## src/rtl/booth_sequencer.sv

```systemverilog
// Radix-2 Booth multiply sequencer: drives a shared 2N-bit adder one add/sub/skip step per clock.
// Define BOOTH_SKIP_EN to finish early once every remaining step would be a skip.
module booth_sequencer #(
    parameter int N = 32
) (
    input  logic           clk,
    input  logic           rst,
    input  logic           start,
    input  logic [N-1:0]   multiplicand,
    input  logic [N-1:0]   multiplier,
    output logic           busy,
    output logic           done,
    output logic [2*N-1:0] product,
    output logic [2*N-1:0] add_i0,
    output logic [2*N-1:0] add_onescomp,
    output logic           add_cin,
    input  logic [2*N-1:0] add_sum
);

    localparam int W  = 2 * N;
    localparam int SW = (N > 1) ? $clog2(N) : 1;

    typedef enum logic [1:0] {IDLE, RUN, DONE} state_t;

    state_t          state;
    logic [W-1:0]    p;
    logic [W-1:0]    ms;
    logic [N-1:0]    qr;
    logic            qp;
    logic [SW-1:0]   step;
    logic [N-1:0]    qr_next;
    logic            last_step;

    assign qr_next = {qr[N-1], qr[N-1:1]};

`ifdef BOOTH_SKIP_EN
    // Once the shifted multiplier is all copies of the new qp, every pending step is a skip.
    assign last_step = (step == SW'(N - 1)) || (qr_next == {N{qr[0]}});
`else
    assign last_step = (step == SW'(N - 1));
`endif

    // Adder operands are decoded from the registers so the sum can be captured at the same edge.
    always_comb begin
        add_i0       = '0;
        add_onescomp = '0;
        add_cin      = 1'b0;
        if (state == RUN) begin
            add_i0 = p;
            case ({qr[0], qp})
                2'b01: add_onescomp = ms;
                2'b10: begin
                    add_onescomp = ~ms;
                    add_cin      = 1'b1;
                end
                default: add_onescomp = '0;
            endcase
        end
    end

    always_ff @(posedge clk or posedge rst) begin
        if (rst) begin
            state   <= IDLE;
            p       <= '0;
            ms      <= '0;
            qr      <= '0;
            qp      <= 1'b0;
            step    <= '0;
            busy    <= 1'b0;
            done    <= 1'b0;
            product <= '0;
        end else begin
            case (state)
                IDLE: begin
                    done <= 1'b0;
                    if (start) begin
                        p     <= '0;
                        ms    <= {{N{multiplicand[N-1]}}, multiplicand};
                        qr    <= multiplier;
                        qp    <= 1'b0;
                        step  <= '0;
                        busy  <= 1'b1;
                        state <= RUN;
                    end
                end
                RUN: begin
                    p    <= add_sum;
                    ms   <= ms << 1;
                    qp   <= qr[0];
                    qr   <= qr_next;
                    step <= step + 1'b1;
                    if (last_step) begin
                        product <= add_sum;
                        busy    <= 1'b0;
                        done    <= 1'b1;
                        state   <= DONE;
                    end
                end
                DONE: begin
                    done  <= 1'b0;
                    state <= IDLE;
                end
                default: state <= IDLE;
            endcase
        end
    end

endmodule

```

## config.mk

```make
export PLATFORM = sky130hd
export DESIGN_NAME = booth_sequencer
export DESIGN_NICKNAME = d
export VERILOG_FILES = /design/src/rtl/booth_sequencer.sv
export SDC_FILE = /design/constraint.sdc
export NUM_CORES = 1
export LEC_CHECK = 0
export CAP_MARGIN = 20
export CORE_MARGIN = 8
export CORE_UTILIZATION = 45
export CTS_CLUSTER_DIAMETER = 200
export DETAILED_ROUTE_END_ITERATION = 8
export PLACE_DENSITY = 0.77
export REMOVE_ABC_BUFFERS = 1
export SLEW_MARGIN = 10
export SYNTH_ARGS = -nofsm -noshare
export SYNTH_HDL_FRONTEND = slang
export SYNTH_SLANG_ARGS = --single-unit
export TNS_END_PERCENT = 10
```

## constraint.sdc

```tcl
create_clock -name clk -period 8.43 [get_ports clk]
set_input_delay 1.2645 -clock clk [delete_from_list [all_inputs] [get_ports clk]]
set_output_delay 1.2645 -clock clk [all_outputs]
set_load 0.05 [all_outputs]
```

; ---- Yosys cells after proc, flatten, opt, wreduce, memory -nomap -nowiden
; Index checks and enable logic that the tools add are counted.
[classes]
bitwise = 2
n_mux = 23
eq_ne = 7
addsub = 1
reduce_logical = 10
[ops]
columns = operator, count
row1 = $pmux 64 s2, 3
row2 = $mux 64, 4
row3 = $not 64->64, 1
row4 = $pmux 32 s2, 1
row5 = $mux 32, 1
row6 = $pmux 5 s2, 1
row7 = $reduce_and 2->1, 4
row8 = $mux 1, 6
row9 = $pmux 1 s2, 3
row10 = $reduce_and 3->1, 2
row11 = $add 5x1->5 const B, 1
row12 = $eq 5x5->1 const B, 1
row13 = $mux 5, 1
row14 = $eq 2x1->1 const B, 2
row15 = $eq 2x2->1 const B, 2
row16 = $mux 2, 2
row17 = $ne 2x2->1 const B, 2
row18 = $pmux 2 s2, 1
row19 = $reduce_bool 2->1, 2
row20 = $logic_not 2->1, 1
row21 = $reduce_or 2->1, 1
row22 = $not 1->1, 1
[word_totals]
in_bits = 131
ff_bits = 234
out_inout_bits = 195
word_cells = 53

; ---- Longest topological paths before layout
; Gate-level depths: netlist of run 1.
[logic_depth]
ltp_word = 4
ltp_mapped = 7

; ---- Least setup slack after synthesis of run 1
; OpenSTA, ideal clock, no wires.
[synth_timing]
path_kind = register to output
startpoint = reg qr[0]
endpoint = out add_onescomp[44]
path_slack_ns = 5.445
required_time_ns = 7.166
path_stages_with_launch = 6
arrival_ns = 1.721
n_path_buf = 2
cell_sequence = dfrtp_1 -> nor2b_1 -> buf_2 -> clkbuf_1 -> mux2i_1 -> nor2_1
[synth_between]
elab_chain_len = 3
word_cells_on_any_way = 4
[synth_lines]
columns = element, line
row1 = start: declaration, 28  ; logic [N-1:0] qr;
row2 = start signal: assignment, 79  ; qr <= multiplier;
row3 = start signal: assignment, 90  ; qr <= qr_next;
row4 = $eq 2x2->1 or $eq 2x1->1 (tied branches), 50  ; case ({qr[0], qp})
row5 = $pmux 64 s2 (*), 50
row6 = $mux 64 (*), 48  ; if (state == RUN) begin
row7 = end: declaration, 15  ; output logic [2*N-1:0] add_onescomp,
; Mark *: on every way between the ends. The rest lies on a longest branch, timed or not.

; ---- Worst setup path in the final report of run 1
[layout_timing]
startpoint = reg state[1]
endpoint = out add_i0[2]
[layout_between]
elab_chain_len = 2
[layout_lines]
columns = element, line
row1 = start: declaration, 25  ; state_t state;
row2 = start signal: assignment, 63  ; state <= IDLE;
row3 = start signal: assignment, 83  ; state <= RUN;
row4 = start signal: assignment, 96  ; state <= DONE;
row5 = $eq 2x1->1, 48
row6 = $mux 64, 48
row7 = end: declaration, 14  ; output logic [2*N-1:0] add_i0,
; No other way between the ends.

==> results.md, run 1 <==
* Hold slack at 0.498 ns
* Num rows at 57
* Final WS setup at 3.70 ns
* Post-CTS Setup Bufs at 0
* Max-slew violations at 0
* Clk_lat worst skew at 0.51 ns
* Seq/Total Area, Yosys at 0.530
* First-pass GRT wire length at 52,600 µm
* Hold Buf Count CTS at 0
* Dpl ws at 4.24 ns
* Core Footprint at 24,200 µm²
* Die area at 29,800 µm²
* Fin util at 0.633
* DR vias/cell at 5.58
* Worst Max-Slew Pin Slew at 0.960 ns
* IO Count at 326
* DR DRC count at 0
* FF-to-FF path depth at 6
* Pre-antenna DRT Iters at 5
* Synth area leaders: dfrtp_1 (53%), mux2i_1 (6.0%), a22o_1 (5.3%), mux2_4 (5.2%), a22oi_1 (4.1%)
* Switch Pwr at 0.00343 W
* Mean routed wirelength per cell at 21.2 µm
* CTS tree: yes
* FF+latch count, synth at 234
* Synthesis warning total at 0
* Final instance area at 15,300 µm²
* Worst Setup End Kind: primary output
* Root buf cell: clkbuf_16
* Data required, critical path at 7.17 ns
* CTS Sinks at 234
* Outcome: complete, no violations
* H-tree levels at 1
* Sw frac at 0.479
* Post-route ant nets at 0
* Grt total ovfl at 0
* Vias in the first global route at 9,022
* Yosys top cell by area: dfrtp_1
* Clk pin slew, worst setup/hold paths at 0.06 ns
* Cts repair resizes at 0
* Clock share of power at 0.151
* Via count at 8,852
* PortBufs at 325
* Flop2flop setup slack at 5.43 ns
* FF-to-FF End: product[30]
* Max VDD drop at 0.287 mV
* Area grow syn2layout at 38.8%
* Combinational fraction of design power at 0.580
* Number of cells on the worst hold path at 1
* FILL cells at 1,980
* Fin crit share at 0.561
* Normalized max-slew margin at 0.360
* Cts bufs inserted at 25
* Overall Power at 0.00716 W
* Number of library cell types mapped by synthesis at 27
* Data arrival time of the critical path at 3.47 ns
* Crit Path Max Fanout at 104
* Mapped Area at 11,100 µm²
* Cells after synthesis at 970
* Final Hold Fails at 0
* Maxcap violations at 0
* Fmax at 211 MHz
* Min-delay src: p[10]
* Top cell type's share of synthesized area at 0.530
* HP Class: reg -> reg
* Routability cong. at 0.842
* Pwr dens at 467 nW/µm²
* Internal cell power at 0.00373 W
* Ratio of cells with drive above 1 in the final layout at 0.106
* DIE WIDTH at 173 µm
* Lkg Pwr at 6.71 nW
* Initial drt markers at 739
* Post-DP Area at 14,400 µm²
* Share of power burned in registers at 0.269
* RSZ-0062 raised after global routing: false
* Die Y at 173 µm
* Initial core utilization at 0.456
* Final setup violation count at 0
* WL final at 33,600 µm
* R2R Path Start: state[1]
* Post-Route Skew at 0.0128 ns
* GRT Resource Usage Total at 0.215
* Clock Tree Buf Depth at 3
* Setup CP Type: reg -> out
* Most frequent cells in the layout: clkdlybuf4s50_1 (324), dfrtp_1 (232), a22o_1 (67)
* Hold Crit Endpoint: p[10]
* Largest net degree at the start of global routing at 151
* Initial antenna violation count at 4
* HPWL after DPL at 22,000 µm
* Final #Nets at 1,376
* Commonest non-fill, non-tap cell in the layout: clkdlybuf4s50_1
* Synthesized area per cell at 11.4 µm²
* Startpoint types: flop
* Minimum clock period after layout at 4.73 ns
per-stage QoR:
stage          std cells  setup TNS, ns
2_1_floorplan        873          -1.27
3_3_place_gp        1535              0
3_5_place_dp        1535              0
4_1_cts             1578              0
5_1_grt             1586              0
6_report            1587              0
layer usage:
layer  wire (µm)  global-route usage
met5          13                   0
met4        1430              0.0959
met3        1660              0.0412
met2       16700               0.350
met1       13800               0.274
cell families after synthesis:
logic type / after synthesis / share of synthesized area
AO/OA/AOI/OAI: 290 / 0.183
flip-flops: 234 / 0.530
AND/OR/NAND/NOR: 212 / 0.103
multiplexers: 131 / 0.139
buffers and inverters: 101 / 0.0427
adder cells (fa/ha/maj): 2 / 0.00226
registers in the layout, summed over array words and instances, names as in the netlist:
register / count
busy: 1
ms: 64
qp: 1
done: 1
product: 64
p: 64
qr: 32
state: 2
step: 5
cell usage after synthesis:
cell type	n
nor2_1	66
buf_6	5
dfrtp_1	234
buf_4	2
mux2_4	38
buf_1	7
nand3_1	3
clkbuf_1	45
nand2_1	7
a22o_1	67
mux2_2	27
and2b_1	1
o21ai_0	65
nand2b_1	2
a22oi_1	61
o21bai_1	1
a21oi_1	63
ha_1	2
and3b_1	1
a221o_1	33
nor2b_1	65
mux2i_1	66
or3_1	1
inv_1	4
and2_1	65
buf_2	38
and3_1	1
worst max-delay path: stages, from the launching register on:
cell             delay, ns
dfrtp_2               0.40
and2b_4               0.59
buf_4                 0.83
and2_1                0.24
clkdlybuf4s50_1       0.81
worst max path at each step:
stage | startpoint | cells after the start | endpoint
finish | state[1] | 4 | add_i0[2]
global route | state[1] | 4 | add_i0[30]
CTS | state[1] | 4 | add_i0[62]
detailed placement | state[1] | 4 | add_i0[62]
global placement | state[1] | 4 | add_i0[35]
floorplan | state[0] | 3 | product[36]
layout make-up:
cell class | instances | area, µm² | share of cell area
flip-flops and latches | 234 | 5860 | 0.382
multi-input cells | 635 | 4770 | 0.311
repair buffers | 343 | 3460 | 0.226
clock buffers | 36 | 747 | 0.0487
well taps | 324 | 405 | 0.0264
clock inverters | 7 | 60.1 | 0.00392
inverters | 4 | 22.5 | 0.00147
diodes | 4 | 10.0 | 0.000653
power groups by stage:
stage	Sequential, W	Combinational [W]	Clock (W)
4_1_cts	0.00192	0.00418	0.00110
3_3_place_gp	0.00191	0.00411	0
5_1_grt	0.00198	0.00436	0.00115
6_report	0.00193	0.00415	0.00108
3_5_place_dp	0.00193	0.00416	0
2_1_floorplan	0.00243	0.00226	0
Power figures use the tool's default switching activity.
==> run 2, diff against run 1 <==
--- a/config.mk
+++ b/config.mk
@@ -7,7 +7,7 @@
 export LEC_CHECK = 0
 export CAP_MARGIN = 20
 export CORE_MARGIN = 8
-export CORE_UTILIZATION = 45
+export CORE_UTILIZATION = 43
 export CTS_CLUSTER_DIAMETER = 200
 export DETAILED_ROUTE_END_ITERATION = 8
 export PLACE_DENSITY = 0.77
==> constraint.sdc (replaced) <==
create_clock -name clk -period 3.95 [get_ports clk]
set_input_delay 0.5925 -clock clk [delete_from_list [all_inputs] [get_ports clk]]
set_output_delay 0.5925 -clock clk [all_outputs]
set_load 0.05 [all_outputs]
==> results.md, run 2 (synthesized netlist as in run 1, its figures left out) <==
* IO Count at 326 (unchanged)
* H-tree levels at 1 (unchanged)
* Setup CP Type: reg -> out (unchanged)
* Post-Route Skew at 0.00703 ns (was 0.0128 ns)
* Data arrival time of the critical path at 2.94 ns (was 3.47 ns)
* Max VDD drop at 0.742 mV (was 0.287 mV)
* DR DRC count at 0 (unchanged)
* Cts bufs inserted at 26 (was 25)
* Worst Max-Slew Pin Slew at 0.840 ns (was 0.960 ns)
* Fin crit share at 0.894
* Outcome: complete, no violations (unchanged)
* Final setup violation count at 0 (unchanged)
* Final #Nets at 1,382 (was 1,376)
* Root buf cell: clkbuf_16 (unchanged)
* RSZ-0062 raised after global routing: false (unchanged)
* Final Hold Fails at 0 (unchanged)
* Most frequent cells in the layout: clkdlybuf4s50_1 (279), dfrtp_1 (232), a22o_1 (67) (was clkdlybuf4s50_1 (324), dfrtp_1 (232), a22o_1 (67))
* Commonest non-fill, non-tap cell in the layout: clkdlybuf4s50_1 (unchanged)
* Crit path buffers/inverters at 2 (unchanged)
* Vias in the first global route at 8,872 (was 9,022)
* Crit Path Max Fanout at 54 (was 104)
* Clock Tree Buf Depth at 3 (unchanged)
* Ratio of cells with drive above 1 in the final layout at 0.142 (was 0.106)
* WL final at 32,600 µm (was 33,600 µm)
* Minimum clock period after layout at 3.53 ns
* Die area at 31,100 µm² (was 29,800 µm²)
* HP Class: reg -> reg (unchanged)
* CTS Sinks at 234 (unchanged)
* Area grow syn2layout at 37.9% (was 38.8%)
* PortBufs at 325 (unchanged)
* CP max stage cell: clkdlybuf4s50_1 (was buf_4)
* DIE WIDTH at 176 µm (was 173 µm)
* Fmax at 283 MHz
* Startpoint types: flop (unchanged)
* Lkg Pwr at 6.76 nW (was 6.71 nW)
* Normalized max-slew margin at 0.440 (was 0.360)
* GRT Resource Usage Total at 0.203 (was 0.215)
* Pwr dens at 996 nW/µm² (was 467 nW/µm²)
* Routability cong. at 0.793 (was 0.842)
* Crit-path leading delay family: buffers and inverters (unchanged)
* First-pass GRT wire length at 51,300 µm (was 52,600 µm)
* Data required, critical path at 3.36 ns (was 7.17 ns)
* Mean routed wirelength per cell at 20.4 µm (was 21.2 µm)
* Num rows at 58 (was 57)
* Grt total ovfl at 0 (unchanged)
* Core Footprint at 25,200 µm² (was 24,200 µm²)
* Crit-path cells: buf_4, and2b_4, and2_1, clkdlybuf4s50_1 (was and2b_4, buf_4, and2_1, clkdlybuf4s50_1)
* Die Y at 176 µm (was 173 µm)
* FILL cells at 2,058 (was 1,980)
* Largest regs: ms: 64 flops, p: 64 flops, product: 64 flops (unchanged)
* Cts repair resizes at 0 (unchanged)
* Pre-antenna DRT Iters at 6 (was 5)
* Max-slew violations at 0 (unchanged)
* HPWL after DPL at 22,100 µm (was 22,000 µm)
* CP max stage delay at 0.81 ns (was 0.83 ns)
* Hold Buf Count CTS at 0 (unchanged)
* Overall Power at 0.0152 W (was 0.00716 W)
* Initial antenna violation count at 3 (was 4)
* Post-route ant nets at 0 (unchanged)
* Via count at 8,808 (was 8,852)
* Hold slack at 0.496 ns (was 0.498 ns)
* Worst Setup End Kind: primary output (unchanged)
* Clk_lat worst skew at 0.52 ns (was 0.51 ns)
* Initial drt markers at 634 (was 739)
* CTS tree: yes (unchanged)
* Post-CTS Setup Bufs at 0 (unchanged)
* Maxcap violations at 0 (unchanged)
* Largest net degree at the start of global routing at 109 (was 151)
* Initial core utilization at 0.439 (was 0.456)
* DR vias/cell at 5.51 (was 5.58)
* Clk pin slew, worst setup/hold paths at 0.06 ns (about the same)
==> run 2: cell count changes in the layout (fill, tap and decap cells not counted), moves of 3 or more <==
cell	delta
buf_16	-3
clkbuf_1	+6
buf_4	+50
clkdlybuf4s50_1	-45
clkbuf_8	-3
buf_12	+4
==> run 2: worst reg2reg max path: stages, from the launching register on <==
cell and delay (ns):
dfrtp_2 0.39, buf_4 0.25, and2b_4 0.70, buf_4 0.45, nand2_4 0.24, buf_4 0.33
mux2_4 0.37
==> run 2: metrics by stage <==
step / utilization / setup slack [ns] / setup TNS, ns / std cells / instance area (µm²)
6_report: 0.605 / 0.417 / 0 / 1598 / 15200
5_1_grt: 0.605 / 0.296 / 0 / 1597 / 15200
4_1_cts: 0.605 / 0.383 / 0 / 1596 / 15200
3_5_place_dp: 0.573 / 0.950 / 0 / 1551 / 14400
3_3_place_gp: 0.573 / 0.971 / 0 / 1551 / 14400
2_1_floorplan: - / -4.50 / -1304.15 / 873 / 10600
==> run 2: layout make-up <==
class / count / area (µm²) / area share
clock buffer: 41 / 778 / 0.0511
sequential: 234 / 5860 / 0.384
timing repair buffer: 348 / 3370 / 0.221
clock inverter: 4 / 20.0 / 0.00131
inverter: 4 / 22.5 / 0.00148
tap: 330 / 413 / 0.0271
multi-input combinational: 635 / 4770 / 0.313
antenna: 2 / 5.00 / 0.000328
==> run 2: power breakdown <==
| part | leakage, nW | internal [W] | switching [W] |
|---|---|---|---|
| clock network | 0.395 | 0.00134 | 0.000931 |
| logic | 3.51 | 0.00318 | 0.00562 |
| registers | 2.86 | 0.00337 | 0.000737 |
==> run 2: layer usage <==
metal | wire (µm) | GRT usage | up-vias
li1 | - | - | 4052
met5 | 25 | 0 | -
met3 | 2300 | 0.0519 | 70
met1 | 13800 | 0.265 | 4400
met4 | 1170 | 0.0760 | 4
met2 | 15300 | 0.320 | 282
==> run 2: path summary, 6_finish.rpt <==
kind | startpoint | to | slack, ns | cells past startpoint
worst max-delay path | state[1] | add_i0[29] | 0.42 | 4
worst min-delay path | p[31] | p[31] | 0.50 | 1
worst max register to register | state[1] | product[32] | 1.12 | 6
worst min register to register | p[31] | p[31] | 0.50 | 1
max in group asynchronous | rst | p[3] | 2.45 | 3
min in group asynchronous | rst | product[56] | 0.57 | 2
